**src/rtl/accel_ctrl_pkg.sv**
```systemverilog
// Shared types and address-decode helpers for the accelerator control
// register file.
package accel_ctrl_pkg;

    typedef enum logic [1:0] {
        OKAY   = 2'b00,
        SLVERR = 2'b10
    } resp_t;

    typedef enum logic [1:0] {
        W_RST,
        W_IDLE,
        W_RESP
    } wr_state_t;

    typedef enum logic [1:0] {
        R_RST,
        R_IDLE,
        R_DATA
    } rd_state_t;

    typedef enum logic [2:0] {
        RW,
        RO,
        IRQ_STAT,
        IRQ_EN,
        INVALID
    } idx_kind_t;

    // Map a word index onto the register kind it addresses.
    function automatic idx_kind_t decode_idx(input int unsigned idx,
                                             input int unsigned n_rw,
                                             input int unsigned n_ro);
        idx_kind_t kind;
        if (idx < n_rw)                   kind = RW;
        else if (idx < n_rw + n_ro)       kind = RO;
        else if (idx == n_rw + n_ro)      kind = IRQ_STAT;
        else if (idx == n_rw + n_ro + 1)  kind = IRQ_EN;
        else                              kind = INVALID;
        return kind;
    endfunction

    function automatic resp_t wr_resp(input idx_kind_t kind);
        return (kind == RO || kind == INVALID) ? SLVERR : OKAY;
    endfunction

    function automatic resp_t rd_resp(input idx_kind_t kind);
        return (kind == INVALID) ? SLVERR : OKAY;
    endfunction

endpackage

```
**src/rtl/accel_ctrl_irq.sv**
```systemverilog
// Sticky, maskable interrupt block.
// Ports: aclk/aresetn clock and async active-low reset; event_i sets status
// bits; clr_i clears status bits (set wins on the same cycle); en_we_i with
// en_mask_i/en_wdata_i writes the enable bits; status_o/enable_o read back;
// irq_o is the registered OR of enabled pending bits.
module accel_ctrl_irq #(
    parameter int N_IRQ = 4
) (
    input  logic             aclk,
    input  logic             aresetn,
    input  logic [N_IRQ-1:0] event_i,
    input  logic [N_IRQ-1:0] clr_i,
    input  logic             en_we_i,
    input  logic [N_IRQ-1:0] en_mask_i,
    input  logic [N_IRQ-1:0] en_wdata_i,
    output logic [N_IRQ-1:0] status_o,
    output logic [N_IRQ-1:0] enable_o,
    output logic             irq_o
);

    logic [N_IRQ-1:0] status_q, status_d;
    logic [N_IRQ-1:0] enable_q, enable_d;
    logic             irq_q, irq_d;

    always_comb begin
        // OR-ing the event in after the clear lets a simultaneous set win.
        status_d = (status_q & ~clr_i) | event_i;
        enable_d = enable_q;
        if (en_we_i) begin
            enable_d = (enable_q & ~en_mask_i) | (en_wdata_i & en_mask_i);
        end
        irq_d = |(status_q & enable_q);
    end

    always_ff @(posedge aclk or negedge aresetn) begin
        if (!aresetn) begin
            status_q <= '0;
            enable_q <= '0;
            irq_q    <= 1'b0;
        end else begin
            status_q <= status_d;
            enable_q <= enable_d;
            irq_q    <= irq_d;
        end
    end

    assign status_o = status_q;
    assign enable_o = enable_q;
    assign irq_o    = irq_q;

endmodule

```
**src/rtl/accel_ctrl_regs.sv**
```systemverilog
// AXI4-Lite control/status register file for an accelerator core.
// Ports: aclk/aresetn clock and async active-low reset; AXI-Lite AW/W/B and
// AR/R channels; ctrl_o flattened RW registers; wr_pulse_o per-register
// write strobe; status_i core status words; irq_event_i interrupt sources;
// irq_o level interrupt.
//
// state  | meaning
// W_RST  | out of reset, readies low for one edge
// W_IDLE | collecting AW and W, commit when both present
// W_RESP | response pending until bready
// R_RST  | out of reset, arready low for one edge
// R_IDLE | arready high, waiting for AR
// R_DATA | read data held until rready
module accel_ctrl_regs
    import accel_ctrl_pkg::*;
#(
    parameter int DATA_W = 32,
    parameter int ADDR_W = 8,
    parameter int N_RW   = 8,
    parameter int N_RO   = 8,
    parameter int N_IRQ  = 4
) (
    input  logic                     aclk,
    input  logic                     aresetn,
    input  logic [ADDR_W-1:0]        awaddr,
    input  logic                     awvalid,
    output logic                     awready,
    input  logic [DATA_W-1:0]        wdata,
    input  logic [DATA_W/8-1:0]      wstrb,
    input  logic                     wvalid,
    output logic                     wready,
    output logic [1:0]               bresp,
    output logic                     bvalid,
    input  logic                     bready,
    input  logic [ADDR_W-1:0]        araddr,
    input  logic                     arvalid,
    output logic                     arready,
    output logic [DATA_W-1:0]        rdata,
    output logic [1:0]               rresp,
    output logic                     rvalid,
    input  logic                     rready,
    output logic [N_RW*DATA_W-1:0]   ctrl_o,
    output logic [N_RW-1:0]          wr_pulse_o,
    input  logic [N_RO*DATA_W-1:0]   status_i,
    input  logic [N_IRQ-1:0]         irq_event_i,
    output logic                     irq_o
);

    localparam int NB = DATA_W / 8;
    localparam int IW = ADDR_W - 2;

    wr_state_t                   wr_state_q, wr_state_d;
    logic                        aw_held_q, aw_held_d, w_held_q, w_held_d;
    logic [IW-1:0]               awidx_q, awidx_d;
    logic [DATA_W-1:0]           wdata_q, wdata_d;
    logic [NB-1:0]               wstrb_q, wstrb_d;
    logic [1:0]                  bresp_q, bresp_d;
    logic [N_RW-1:0]             wr_pulse_q, wr_pulse_d;
    logic [N_RW-1:0][DATA_W-1:0] ctrl_q, ctrl_d;

    rd_state_t                   rd_state_q, rd_state_d;
    logic [DATA_W-1:0]           rdata_q, rdata_d;
    logic [1:0]                  rresp_q, rresp_d;

    logic                        aw_hs, w_hs, commit;
    logic [DATA_W-1:0]           wr_data;
    logic [NB-1:0]               wr_strb;
    logic [31:0]                 wr_idx, rd_idx;
    idx_kind_t                   wr_kind, rd_kind;
    logic [DATA_W-1:0]           rd_word;
    logic [N_IRQ-1:0]            irq_clr, irq_en_mask, irq_status, irq_enable;
    logic                        irq_en_we;
    logic                        unused_addr_lsbs;

    assign unused_addr_lsbs = ^{awaddr[1:0], araddr[1:0]};

    assign awready = (wr_state_q == W_IDLE) && !aw_held_q;
    assign wready  = (wr_state_q == W_IDLE) && !w_held_q;
    assign aw_hs   = awvalid && awready;
    assign w_hs    = wvalid && wready;
    // Commit on the edge where each half is either already held or
    // handshaking right now.
    assign commit  = (wr_state_q == W_IDLE) && (aw_held_q || aw_hs) && (w_held_q || w_hs);

    assign wr_idx  = 32'(aw_held_q ? awidx_q : awaddr[ADDR_W-1:2]);
    assign wr_data = w_held_q ? wdata_q : wdata;
    assign wr_strb = w_held_q ? wstrb_q : wstrb;
    assign wr_kind = decode_idx(wr_idx, N_RW, N_RO);

    always_comb begin
        irq_en_mask = '0;
        for (int j = 0; j < N_IRQ; j++) begin
            irq_en_mask[j] = wr_strb[j/8];
        end
    end

    always_comb begin
        wr_state_d = wr_state_q;
        aw_held_d  = aw_held_q;
        w_held_d   = w_held_q;
        awidx_d    = awidx_q;
        wdata_d    = wdata_q;
        wstrb_d    = wstrb_q;
        bresp_d    = bresp_q;
        ctrl_d     = ctrl_q;
        wr_pulse_d = '0;
        irq_clr    = '0;
        irq_en_we  = 1'b0;
        case (wr_state_q)
            W_RST: wr_state_d = W_IDLE;
            W_IDLE: begin
                if (commit) begin
                    wr_state_d = W_RESP;
                    aw_held_d  = 1'b0;
                    w_held_d   = 1'b0;
                    bresp_d    = wr_resp(wr_kind);
                    if (wr_kind == RW) begin
                        for (int i = 0; i < N_RW; i++) begin
                            if (wr_idx == i) begin
                                wr_pulse_d[i] = 1'b1;
                                for (int b = 0; b < NB; b++) begin
                                    if (wr_strb[b]) ctrl_d[i][b*8 +: 8] = wr_data[b*8 +: 8];
                                end
                            end
                        end
                    end
                    if (wr_kind == IRQ_STAT) irq_clr = wr_data[N_IRQ-1:0] & irq_en_mask;
                    irq_en_we = (wr_kind == IRQ_EN);
                end else begin
                    if (aw_hs) begin
                        aw_held_d = 1'b1;
                        awidx_d   = awaddr[ADDR_W-1:2];
                    end
                    if (w_hs) begin
                        w_held_d = 1'b1;
                        wdata_d  = wdata;
                        wstrb_d  = wstrb;
                    end
                end
            end
            W_RESP: if (bready) wr_state_d = W_IDLE;
            default: wr_state_d = W_IDLE;
        endcase
    end

    assign rd_idx  = 32'(araddr[ADDR_W-1:2]);
    assign rd_kind = decode_idx(rd_idx, N_RW, N_RO);

    always_comb begin
        rd_word = '0;
        case (rd_kind)
            RW: for (int i = 0; i < N_RW; i++) begin
                if (rd_idx == i) rd_word = ctrl_q[i];
            end
            RO: for (int i = 0; i < N_RO; i++) begin
                if (rd_idx == N_RW + i) rd_word = status_i[i*DATA_W +: DATA_W];
            end
            IRQ_STAT: rd_word[N_IRQ-1:0] = irq_status;
            IRQ_EN:   rd_word[N_IRQ-1:0] = irq_enable;
            default:  rd_word = '0;
        endcase
    end

    assign arready = (rd_state_q == R_IDLE);

    always_comb begin
        rd_state_d = rd_state_q;
        rdata_d    = rdata_q;
        rresp_d    = rresp_q;
        case (rd_state_q)
            R_RST: rd_state_d = R_IDLE;
            R_IDLE: if (arvalid) begin
                rd_state_d = R_DATA;
                rdata_d    = rd_word;
                rresp_d    = rd_resp(rd_kind);
            end
            R_DATA: if (rready) rd_state_d = R_IDLE;
            default: rd_state_d = R_IDLE;
        endcase
    end

    always_ff @(posedge aclk or negedge aresetn) begin
        if (!aresetn) begin
            wr_state_q <= W_RST;
            aw_held_q  <= 1'b0;
            w_held_q   <= 1'b0;
            awidx_q    <= '0;
            wdata_q    <= '0;
            wstrb_q    <= '0;
            bresp_q    <= '0;
            wr_pulse_q <= '0;
            ctrl_q     <= '0;
            rd_state_q <= R_RST;
            rdata_q    <= '0;
            rresp_q    <= '0;
        end else begin
            wr_state_q <= wr_state_d;
            aw_held_q  <= aw_held_d;
            w_held_q   <= w_held_d;
            awidx_q    <= awidx_d;
            wdata_q    <= wdata_d;
            wstrb_q    <= wstrb_d;
            bresp_q    <= bresp_d;
            wr_pulse_q <= wr_pulse_d;
            ctrl_q     <= ctrl_d;
            rd_state_q <= rd_state_d;
            rdata_q    <= rdata_d;
            rresp_q    <= rresp_d;
        end
    end

    accel_ctrl_irq #(.N_IRQ(N_IRQ)) u_irq (
        .aclk       (aclk),
        .aresetn    (aresetn),
        .event_i    (irq_event_i),
        .clr_i      (irq_clr),
        .en_we_i    (irq_en_we),
        .en_mask_i  (irq_en_mask),
        .en_wdata_i (wr_data[N_IRQ-1:0]),
        .status_o   (irq_status),
        .enable_o   (irq_enable),
        .irq_o      (irq_o)
    );

    assign bvalid     = (wr_state_q == W_RESP);
    assign bresp      = bresp_q;
    assign rvalid     = (rd_state_q == R_DATA);
    assign rdata      = rdata_q;
    assign rresp      = rresp_q;
    assign ctrl_o     = ctrl_q;
    assign wr_pulse_o = wr_pulse_q;

endmodule

```
**config.mk**
```make
export PLATFORM = sky130hd
export DESIGN_NAME = accel_ctrl_regs
export DESIGN_NICKNAME = d
export VERILOG_FILES = /design/src/rtl/accel_ctrl_pkg.sv /design/src/rtl/accel_ctrl_irq.sv /design/src/rtl/accel_ctrl_regs.sv
export SDC_FILE = /design/constraint.sdc
export NUM_CORES = 1
export LEC_CHECK = 0
export ABC_AREA = 1
export ABC_CLOCK_PERIOD_IN_PS = 2500
export CAP_MARGIN = 15
export CORE_UTILIZATION = 27
export CTS_CLUSTER_DIAMETER = 40
export DETAILED_ROUTE_END_ITERATION = 8
export PLACE_DENSITY_LB_ADDON = 0.05
export SLEW_MARGIN = 20
export SYNTH_ARGS = -nofsm -noshare
export SYNTH_HDL_FRONTEND = slang
export SYNTH_SLANG_ARGS = --single-unit
```
**constraint.sdc**
```tcl
create_clock -name aclk -period 2.5 [get_ports aclk]
set_clock_uncertainty 0.15 [all_clocks]
set_input_delay 0.75 -clock aclk [delete_from_list [all_inputs] [get_ports aclk]]
set_output_delay 0.75 -clock aclk [all_outputs]
set_load 0.01 [all_outputs]
```
==> results.json <==
{
  "outcome": "finished clean",
  "p_per_area_nw_per_um2": 848,
  "pre_cts_ws_ns": -1.06,
  "rsz0062_at_grt": "yes",
  "crit_fanout": 3,
  "tightestPinTransition_ns": 0.955,
  "dpl_cell_area_sq_um": 26700,
  "startpoint_type": "register",
  "synth_area_leaders": "dfrtp_1 (50%), nand2_1 (18%), o21ai_0 (7.2%), nand3_1 (3.3%), a21oi_1 (3.0%)",
  "dieHeight_um": 259,
  "dp_hpwl_um": 80800,
  "switchingPower_mw": 8.56,
  "fin_area_sq_um": 29900,
  "slew_headroom": 0.359,
  "ioPinCount": 625,
  "clkTransAtPathRegs_ns": 0.05,
  "fmax_mhz": 405,
  "grt_antenna_before_repair": 14,
  "drt-total-wl_um": 101000,
  "switching_share": 0.338,
  "postSynthCellCount": 2302,
  "rows": 93,
  "grt_pass1_vias": 19400,
  "initial_utilization": 0.274,
  "p_int_mw": 16.8,
  "cts-root-buf": "clkbuf_16",
  "cap_violations": 0,
  "insertion_delay_ns": 0.62,
  "fin_nets": 3461,
  "crit_chain": "clkdlybuf4s50_1",
  "min_path_type": "register to register",
  "grt_pass1_wl_um": 143000,
  "syn_area_per_cell_sq_um": 7.72,
  "place_congestion": 0.974,
  "yosys_register_bits": 355,
  "cts_tree": "yes",
  "endpoint_kind": "primary output",
  "synth_top_area_cell": "dfrtp_1",
  "drt_iter0_drc": 1414,
  "yosysSeqAreaShare": 0.500,
  "critPathBufInv": 1,
  "leakagePower_nw": 14.8,
  "crit_arrival_ns": 1.57,
  "final_common_cell": "nand2_1",
  "ys.flop_type": "dfrtp_1",
  "timing_worst_setup_path_type": "register to primary output",
  "path_delay_family": "buffers and inverters",
  "p_comb_frac": 0.275,
  "post_route_cells_drive_above_1_share": 0.180,
  "overflow": 0,
  "wl_per_cell_um": 24.9,
  "slowest_delay_ns": 0.56,
  "final-hold-violation-count": 0,
  "synth_warnings": 0,
  "critPathRequiredTime_ns": 1.60,
  "die_area_sq_um": 66900,
  "die_x_um": 259,
  "drc": 0,
  "synth-edff-count": 0,
  "drtAntennaViolNets": 0,
  "tns_ns": 0,
  "area_growth_pct": 68.1,
  "setup_ws_ns": 0.0292,
  "synth.top_cell.area_share": 0.500,
  "final_cell_mix": "nand2_1 (849), clkdlybuf4s50_1 (380), dfrtp_1 (344), o21ai_0 (245), dlygate4sd2_1 (216)",
  "slowest_stage": "clkdlybuf4s50_1",
  "seq_power_share": 0.302,
  "fin_crit_sh": 0.988,
  "min_period_ns": 2.47,
  "routed_via_density": 4.81,
  "grt_max_degree": 50,
  "numCtsBuffers": 77,
  "clkPwrFrac": 0.423,
  "clockBufferDepth": 3,
  "drt-pass1-iter-count": 6,
  "setup_viol": 0,
  "htreeDepth": 3,
  "synth.distinct_cells": 44,
  "syn-cell-area_sq_um": 17800,
  "slew_violations": 0,
  "numPortBuffers": 618,
  "grt_usage": 0.297,
  "irDropWorstVdd_mv": 0.648,
  "async_flop_share": 1.00,
  "vias": 19600,
  "core_area_sq_um": 64800,
  "cts_sinks": 355
}
layout make-up:
cell class	count	area [sq um]
Multi-Input combinational cell	1718	8160
Timing Repair Buffer	876	8560
Fill cell	6511	34900
Clock buffer	102	2130
Clock inverter	40	624
Inverter	114	428
Sequential cell	355	8900
Antenna cell	8	20.0
Tap cell	855	1070
worst paths after layout:
check / end / depth (start not counted) / slack (ns) / startpoint
max in group asynchronous: ctrl_o[238]$_DFFE_PN0P_ / 3 / 0.94 / aresetn
min in group asynchronous: ctrl_o[250]$_DFFE_PN0P_ / 2 / 0.53 / aresetn
worst max register to register: ctrl_o[176]$_DFFE_PN0P_ / 11 / 0.15 / aw_held_q$_DFFE_PN0P_
worst min-delay path: rdata[2]$_DFFE_PN0P_ / 2 / 0.32 / rdata[2]$_DFFE_PN0P_
worst min register to register: rdata[2]$_DFFE_PN0P_ / 2 / 0.32 / rdata[2]$_DFFE_PN0P_
worst max-delay path: ctrl_o[21] / 1 / 0.03 / ctrl_o[21]$_DFFE_PN0P_
cells in the mapped netlist, types with 5 or more instances:
cell	instances
a21oi_1	105
nor3_1	5
inv_1	109
clkbuf_1	57
buf_2	45
buf_1	5
buf_4	5
nand3_1	119
dfrtp_1	355
nor3_4	5
mux2_2	8
o21ai_1	73
nand2_2	21
o21ai_2	19
or2_2	61
nand4_1	55
o21ai_0	257
nor2_1	85
nand2_1	861
cell families after synthesis:
| kind of cell | Yosys count | synth area share |
|---|---|---|
| multiplexers | 12 | 0.00732 |
| other | 1 | 0.000211 |
| flip-flops | 355 | 0.500 |
| buffers and inverters | 230 | 0.0545 |
| AO/OA/AOI/OAI | 470 | 0.139 |
| AND/OR/NAND/NOR | 1234 | 0.299 |
repair_timing:
action	in CTS	in global routing
endpoints found under the setup margin	250	75
pin swaps	7	13
hold buffers	1	0
endpoints found under the hold margin	28	0
cloned	1	3
resized for setup	261	67
setup buffers	25	12
registers in the layout, indices dropped and copies added (netlist names), named ones only:
signal          flops
aw_held_q           1
awidx_q             6
bresp               1
ctrl_o            256
rd_state_q          2
rdata              32
rresp               1
u_irq.irq_o         1
u_irq.status_o      4
w_held_q            1
wdata_q            32
wr_pulse_o          8
wr_state_q          2
wstrb_q             4
stage by stage:
stage               cells   util  hold slack (ns)  power (mW)
global route         4067  0.461            0.344        26.5
floorplan            2303      -            0.303        10.2
detailed placement   3876  0.412            0.315        14.8
finish               4068  0.461            0.322        25.3
global placement     3876  0.412            0.314        14.7
CTS                  4045  0.455            0.330        25.4
per-layer routing:
| metal | vias to the layer above | share of wire | track usage |
|---|---|---|---|
| li1 | 9264 | - | - |
| met3 | 123 | 0.067 | 0.0610 |
| met5 | - | 0.00027 | 0 |
| met4 | 4 | 0.027 | 0.102 |
| met2 | 737 | 0.47 | 0.483 |
| met1 | 9451 | 0.43 | 0.392 |
power groups by stage:
| stage | logic, mW | clock network [mW] | registers, mW |
|---|---|---|---|
| floorplan | 2.48 | 0 | 7.73 |
| global placement | 7.00 | 0 | 7.70 |
| detailed placement | 7.05 | 0 | 7.72 |
| CTS | 6.85 | 10.9 | 7.64 |
| global route | 7.55 | 11.2 | 7.77 |
| finish | 6.96 | 10.7 | 7.65 |
(Power assumes the default switching activity.)
